[src/rtl/mutative_data_array_ctrl.sv]
// Initiator-side controller for the single-port 128 x 256-bit mutative cache
// data array. It maps a valid/ready request stream onto the SRAM's active-low
// port pins, then returns read data in issue order through a 2-entry response
// FIFO. The SRAM port is driven combinationally from the request, so an
// accepted request reaches the macro at the same edge that accepts it.
module mutative_data_array_ctrl #(
  parameter int ADDR_WIDTH = 7,
  parameter int DATA_WIDTH = 256,
  parameter int NUM_WMASKS = DATA_WIDTH / 8
) (
  input  logic                  clk,
  input  logic                  rst_n,
  input  logic                  req_valid,
  output logic                  req_ready,
  input  logic                  req_write,
  input  logic [ADDR_WIDTH-1:0] req_addr,
  input  logic [DATA_WIDTH-1:0] req_wdata,
  input  logic [NUM_WMASKS-1:0] req_wmask,
  output logic                  resp_valid,
  input  logic                  resp_ready,
  output logic [DATA_WIDTH-1:0] resp_rdata,
  output logic                  sram_csb0,
  output logic                  sram_web0,
  output logic [NUM_WMASKS-1:0] sram_wmask0,
  output logic [ADDR_WIDTH-1:0] sram_addr0,
  output logic [DATA_WIDTH-1:0] sram_din0,
  input  logic [DATA_WIDTH-1:0] sram_dout0
);

  logic [1:0]            occ;
  logic                  rd_inflight;
  logic                  wr_ptr;
  logic                  rd_ptr;
  logic [DATA_WIDTH-1:0] fifo_mem [2];
  logic [1:0]            committed;
  logic                  accept;
  logic                  push;
  logic                  pop;

  // Entries already held plus the one reserved for a read still in the SRAM.
  assign committed  = occ + {1'b0, rd_inflight};
  assign resp_valid = (occ != 2'd0);
  assign pop        = resp_valid && resp_ready;
  assign push       = rd_inflight;

  // A pop in this cycle frees a slot at the same edge, which keeps a full
  // FIFO streaming at one request per cycle.
  assign req_ready = rst_n && ((committed < 2'd2) || pop);
  assign accept    = req_valid && req_ready && rst_n;

  assign sram_csb0   = !accept;
  assign sram_web0   = !(accept && req_write);
  assign sram_wmask0 = (accept && req_write) ? req_wmask : '0;
  assign sram_addr0  = req_addr;
  assign sram_din0   = req_wdata;

  assign resp_rdata = fifo_mem[rd_ptr];

  // Track the outstanding read and maintain FIFO occupancy and pointers.
  always_ff @(posedge clk or negedge rst_n) begin
    if (!rst_n) begin
      rd_inflight <= 1'b0;
      occ         <= 2'd0;
      wr_ptr      <= 1'b0;
      rd_ptr      <= 1'b0;
    end else begin
      rd_inflight <= accept && !req_write;
      if (push) begin
        wr_ptr <= ~wr_ptr;
      end
      if (pop) begin
        rd_ptr <= ~rd_ptr;
      end
      case ({push, pop})
        2'b10:   occ <= occ + 2'd1;
        2'b01:   occ <= occ - 2'd1;
        default: occ <= occ;
      endcase
    end
  end

  // Capture the SRAM output one cycle after a read was issued.
  always_ff @(posedge clk or negedge rst_n) begin
    if (!rst_n) begin
      fifo_mem[0] <= '0;
      fifo_mem[1] <= '0;
    end else if (push) begin
      fifo_mem[wr_ptr] <= sram_dout0;
    end
  end

endmodule

[config.mk]
export PLATFORM = sky130hd
export DESIGN_NAME = mutative_data_array_ctrl
export DESIGN_NICKNAME = d
export VERILOG_FILES = /design/src/rtl/mutative_data_array_ctrl.sv
export SDC_FILE = /design/constraint.sdc
export NUM_CORES = 1
export LEC_CHECK = 0
export ABC_AREA = 1
export BUFFER_PORTS_ARGS = -buffer_cell sky130_fd_sc_hd__buf_2
export CAP_MARGIN = 5
export CORE_AREA = 8 8 426 428
export CTS_CLUSTER_DIAMETER = 40
export DETAILED_ROUTE_END_ITERATION = 6
export DIE_AREA = 0 0 434 436
export GPL_TIMING_DRIVEN = 0
export PLACE_DENSITY = 0.4
export SETUP_SLACK_MARGIN = 0.05
export SLEW_MARGIN = 0
export SYNTH_ARGS = -nofsm -noshare
export SYNTH_HDL_FRONTEND = slang
export SYNTH_SLANG_ARGS = --single-unit
[constraint.sdc]
create_clock -name clk -period 1.75 [get_ports clk]
set_clock_uncertainty 0.05 [all_clocks]
set_input_delay 0.0875 -clock clk [delete_from_list [all_inputs] [get_ports clk]]
set_output_delay 0.0875 -clock clk [all_outputs]
set_load 0.1 [all_outputs]
After elaboration in Yosys (flattened, before gate mapping) --
Cells that the tools add are included.
Word-level totals: bits in registers 517, bits of input ports 556, output and inout bits 555, word-level logic and storage cells 40
Cells by class: $add $sub $neg 3, $lt $le $gt $ge 4, eq/ne operators 2, mux-type cells 8, bitwise logic cells 4, reductions and logical operators 13
Operator list (count):
- 256-bit two-way mux | 4
- 512-bit bitwise mux | 1
- 256-bit demux with 1-bit select | 1
- 32-bit two-way mux | 1
- 1-bit logical AND | 7
- 2-bit greater-or-equal comparator, second input constant | 2
- 1-bit NOT with 2-bit output | 2
- 2-bit case mux with 2 select lines | 1
- 2-bit nonzero test | 2
- 1-bit zero test | 3
- 2-bit by 1-bit adder with 2-bit output | 1
- 2-bit by 1-bit adder with 2-bit output, second input constant | 1
- 2-bit by 1-bit equality test with 1-bit output, second input constant | 1
- 2-bit equality test, second input constant | 1
- 2-bit by 1-bit < comparator with 1-bit output, second input constant | 1
- 2-bit < comparator, second input constant | 1
- 1-bit NOT | 2
- 2-bit by 1-bit subtractor with 2-bit output, second input constant | 1
- 1-bit logical OR | 1

Longest topological paths before layout --
depth after elaboration 8, mapped depth 8, mapped depth without buffers 8

Least setup slack after synthesis --
OpenSTA, ideal clock, no wires.
path type register to output, start point register occ[0], end point output port req_ready, arrival 3.604 ns, slack -1.991 ns, cell stages (with the launch flop) 5, buffers on the path 0, cell sequence dfrtp_1 inv_1 nand2_1 nand2_1 a21boi_0
On the way: word-level cells in the longest chain between the ends 4
Ends and longest elaborated chain:
- start, declared | RTL line 30 | logic [1:0] occ;
- start signal, assigned | RTL line 75 | 2'b10: occ <= occ + 2'd1;
- start signal, assigned | RTL line 76 | 2'b01: occ <= occ - 2'd1;
- 2-bit nonzero test | RTL line 42 | assign resp_valid = (occ != 2'd0);
- named net resp_valid | RTL line 19 | output logic resp_valid,
- 1-bit logical AND | RTL line 43 | assign pop = resp_valid && resp_ready;
- 1-bit logical OR | RTL line 48 | assign req_ready = rst_n && ((committed < 2'd2) || pop);
- 1-bit logical AND | RTL line 48
- end, declared | RTL line 14 | output logic req_ready,
The timed path passes the listed nets, and every way through them passes these cells.

Worst setup path after layout --
start point register rd_ptr, end point output port resp_rdata[179]
On the way: word-level cells in the longest chain between the ends 4
Ends and longest elaborated chain:
- start, declared | RTL line 33 | logic rd_ptr;
- start signal, assigned | RTL line 72 | rd_ptr <= ~rd_ptr;
- 1-bit NOT with 2-bit output (not written as such) | RTL line 57 | assign resp_rdata = fifo_mem[rd_ptr];
- 256-bit two-way mux (not written as such) (3 in series) | RTL line 57
- end, declared | RTL line 21 | output logic [DATA_WIDTH-1:0] resp_rdata,
No other way between the ends. The select of a mux whose other input is x is not followed.

==> flow_summary.toml <==
[floorplan]
initial_utilization_pct = 14.6
die_w_um = 434
rows = 154
die_y_um = 436
die-area_um2 = 189000
pin_count = 1111
coreArea_um2 = 175000

[layout]
multi_input_area_um2 = 10200
syn_to_final_growth_pct = 84.7
fillers = 18700
seq_area_um2 = 12900
final_cell_mix = "nand2_1, buf_2, dfrtp_1, buf_12, inv_1"
final_common_cell = "nand2_1"
drive_gt1_share_pct = 47.4
nNetsFinal = 4926

[global_routing]
grt_pass1_vias = 25800
track_usage_pct = 12.7
grt_remaining_overflow = 0
grt_max_degree = 107
antenna_found_initial = 22
grt_pass1_wl_um = 179000

[detailed_routing]
vias = 24800
avgRoutedWirePerCell_um = 19.0
drt_wl_total_um = 129000
ant_nets = 0
drc = 0
drtIter0Drc = 1272
via_per_inst = 3.64
dr.pass1.iters = 5

[clock_network]
cts_inserted_buffers = 116
clk_pin_slew_worst_paths_ns = 0.05
clk_path_buf_depth = 3
htreeDepth = 3
clk_latency_ns = 0.70
cts_root_buffer = "clkbuf_16"
cts_tree = "yes"
clkSinkCount = 517

[timing]
fmax_mhz = 428
tightest_slew_ns = 0.634
fin_tns_setup_ns = -178.35
setup_ws_ns = -0.584
finalSetupViolCount = 548
min_period_over_period_pct = 133
hold_viol = 189
slew_violations = 0
slew_headroom_pct = 57.7
final.min_clock_period_ns = 2.33
grt_setup_unrepaired = "true"
holdWs_ns = -0.172

[run_status]
status = "finished, violations left"
violations = "hold timing, setup timing"

[place]
numPortBuffers = 847
hpwl_um = 96100
gp_congestion = 0.819

[worst_setup_path]
cp-start-kind = "flip-flop"
critPathCaptureType = "output pin"
critPathKind = "flip-flop to output pin"
cp.required_ns = 1.61
cp_max_fo = 5
cp.arrival_ns = 2.20

[synth]
synth_area_leaders = "dfrtp_1, nand2_1, buf_4"
ys_async_sr_fraction_pct = 100
synth.avg_cell_area_um2 = 8.26
yosysTopAreaCell = "dfrtp_1"
yosysSeqAreaShare_pct = 50.7
syn_inst = 3091
ys_ff_latch = 517
synth_nets = 3648
synth_top_area_share_pct = 50.7
yosys_most_used_dff = "dfrtp_1"
syn_area_um2 = 25500
yosysWarnings = 0
synthDistinctLibCells = 22
synth_edf_count = 0

[job]
maxCapViolCount = 0

[min_path]
min_path_type = "input port to async pin"
## flip-flops by register name, summed over array words and instances, names as in the netlist
| register | count |
|---|---|
| fifo_mem | 512 |
| occ | 2 |
| rd_ptr | 1 |
| push | 1 |
| wr_ptr | 1 |
## layout make-up
class / instances / share of cell area [%]
buffer: 435 / 8.14
multi-input combinational: 1845 / 21.7
timing repair buffer: 1161 / 25.6
inverter: 293 / 2.36
antenna: 10 / 0.0531
clock buffer: 159 / 7.03
clock inverter: 55 / 1.52
sequential: 517 / 27.4
tap: 2340 / 6.21
## through the flow
step | instance area [µm²] | instances | utilization, % | hold WS [ns] | worst slack [ns]
6_report | 47200 | 6815 | 27.0 | -0.172 | -0.584
4_1_cts | 44200 | 6763 | 25.3 | -0.821 | -0.722
3_5_place_dp | 33800 | 6284 | 19.3 | -0.0561 | -1.42
2_1_floorplan | 26500 | 3091 | - | -0.258 | -0.188
5_1_grt | 47200 | 6811 | 27.0 | -0.183 | -0.693
3_3_place_gp | 33600 | 6278 | 19.2 | 0.244 | -11.99
## synthesized netlist by cell type (2+ instances only)
cell type and count:
nand2_1 1289, dfrtp_1 517, inv_1 291, buf_4 264, o21ai_0 263, o21ai_2 220
clkbuf_1 71, buf_6 52, buf_2 35, nor2_1 33, o21ai_1 30, buf_1 14
nand3_1 2, xor2_1 2
## per-layer routing
metal	track usage (%)	up-vias	share of wire, %
met5	0	-	0.032
met4	5.82	6	4.3
met3	3.18	229	6.5
met2	23.2	837	53
met1	13.6	11900	36
li1	-	11800	-
## repair_timing
| action | in CTS | in global routing |
|---|---|---|
| endpoints found under the hold margin | 739 | 225 |
| endpoints found under the setup margin | 567 | 745 |
| hold buffers | 260 | 9 |
| gates cloned | 2 | 18 |
| setup buffers | 4 | 15 |
| pin swaps | 8 | 69 |
| resized for setup | 1043 | 625 |
## worst paths after layout
kind                                 from               to  slack [ns]  cells past startpoint
min in group clk           sram_dout0[44]    fifo_mem[300]        0.12                      4
max in group asynchronous           rst_n    fifo_mem[377]        0.49                     10
setup / recovery                   rd_ptr  resp_rdata[179]       -0.58                      8
hold / removal                      rst_n    fifo_mem[316]       -0.17                      7
hold reg to reg             fifo_mem[357]    fifo_mem[357]        0.42                      2
setup reg to reg                   occ[0]           occ[1]       -0.43                     10
## logic make-up (layout without fill, tap and decap cells)
| kind of cell | count (synthesis) | in the layout | share of synthesized area, % |
|---|---|---|---|
| simple gates | 1326 | 1326 | 19.5 |
| buf+inv | 729 | 2103 | 16.3 |
| flops | 517 | 517 | 50.7 |
| compound gates | 515 | 515 | 13.3 |
| xor+xnor | 3 | 3 | 0.103 |
| fa+ha+maj | 1 | 1 | 0.0490 |
| other cells | 0 | 10 | 0 |
## critical path: stages (launching register included)
cell	delay, ns
dfrtp_2	0.41
buf_12	0.15
clkinv_8	0.06
clkbuf_16	0.17
buf_16	0.16
clkbuf_16	0.18
nand2_2	0.05
nand2_2	0.08
buf_12	0.17
Power is not shown: default switching activity piles up to over one toggle a cycle in this logic, so the estimate is an artifact.
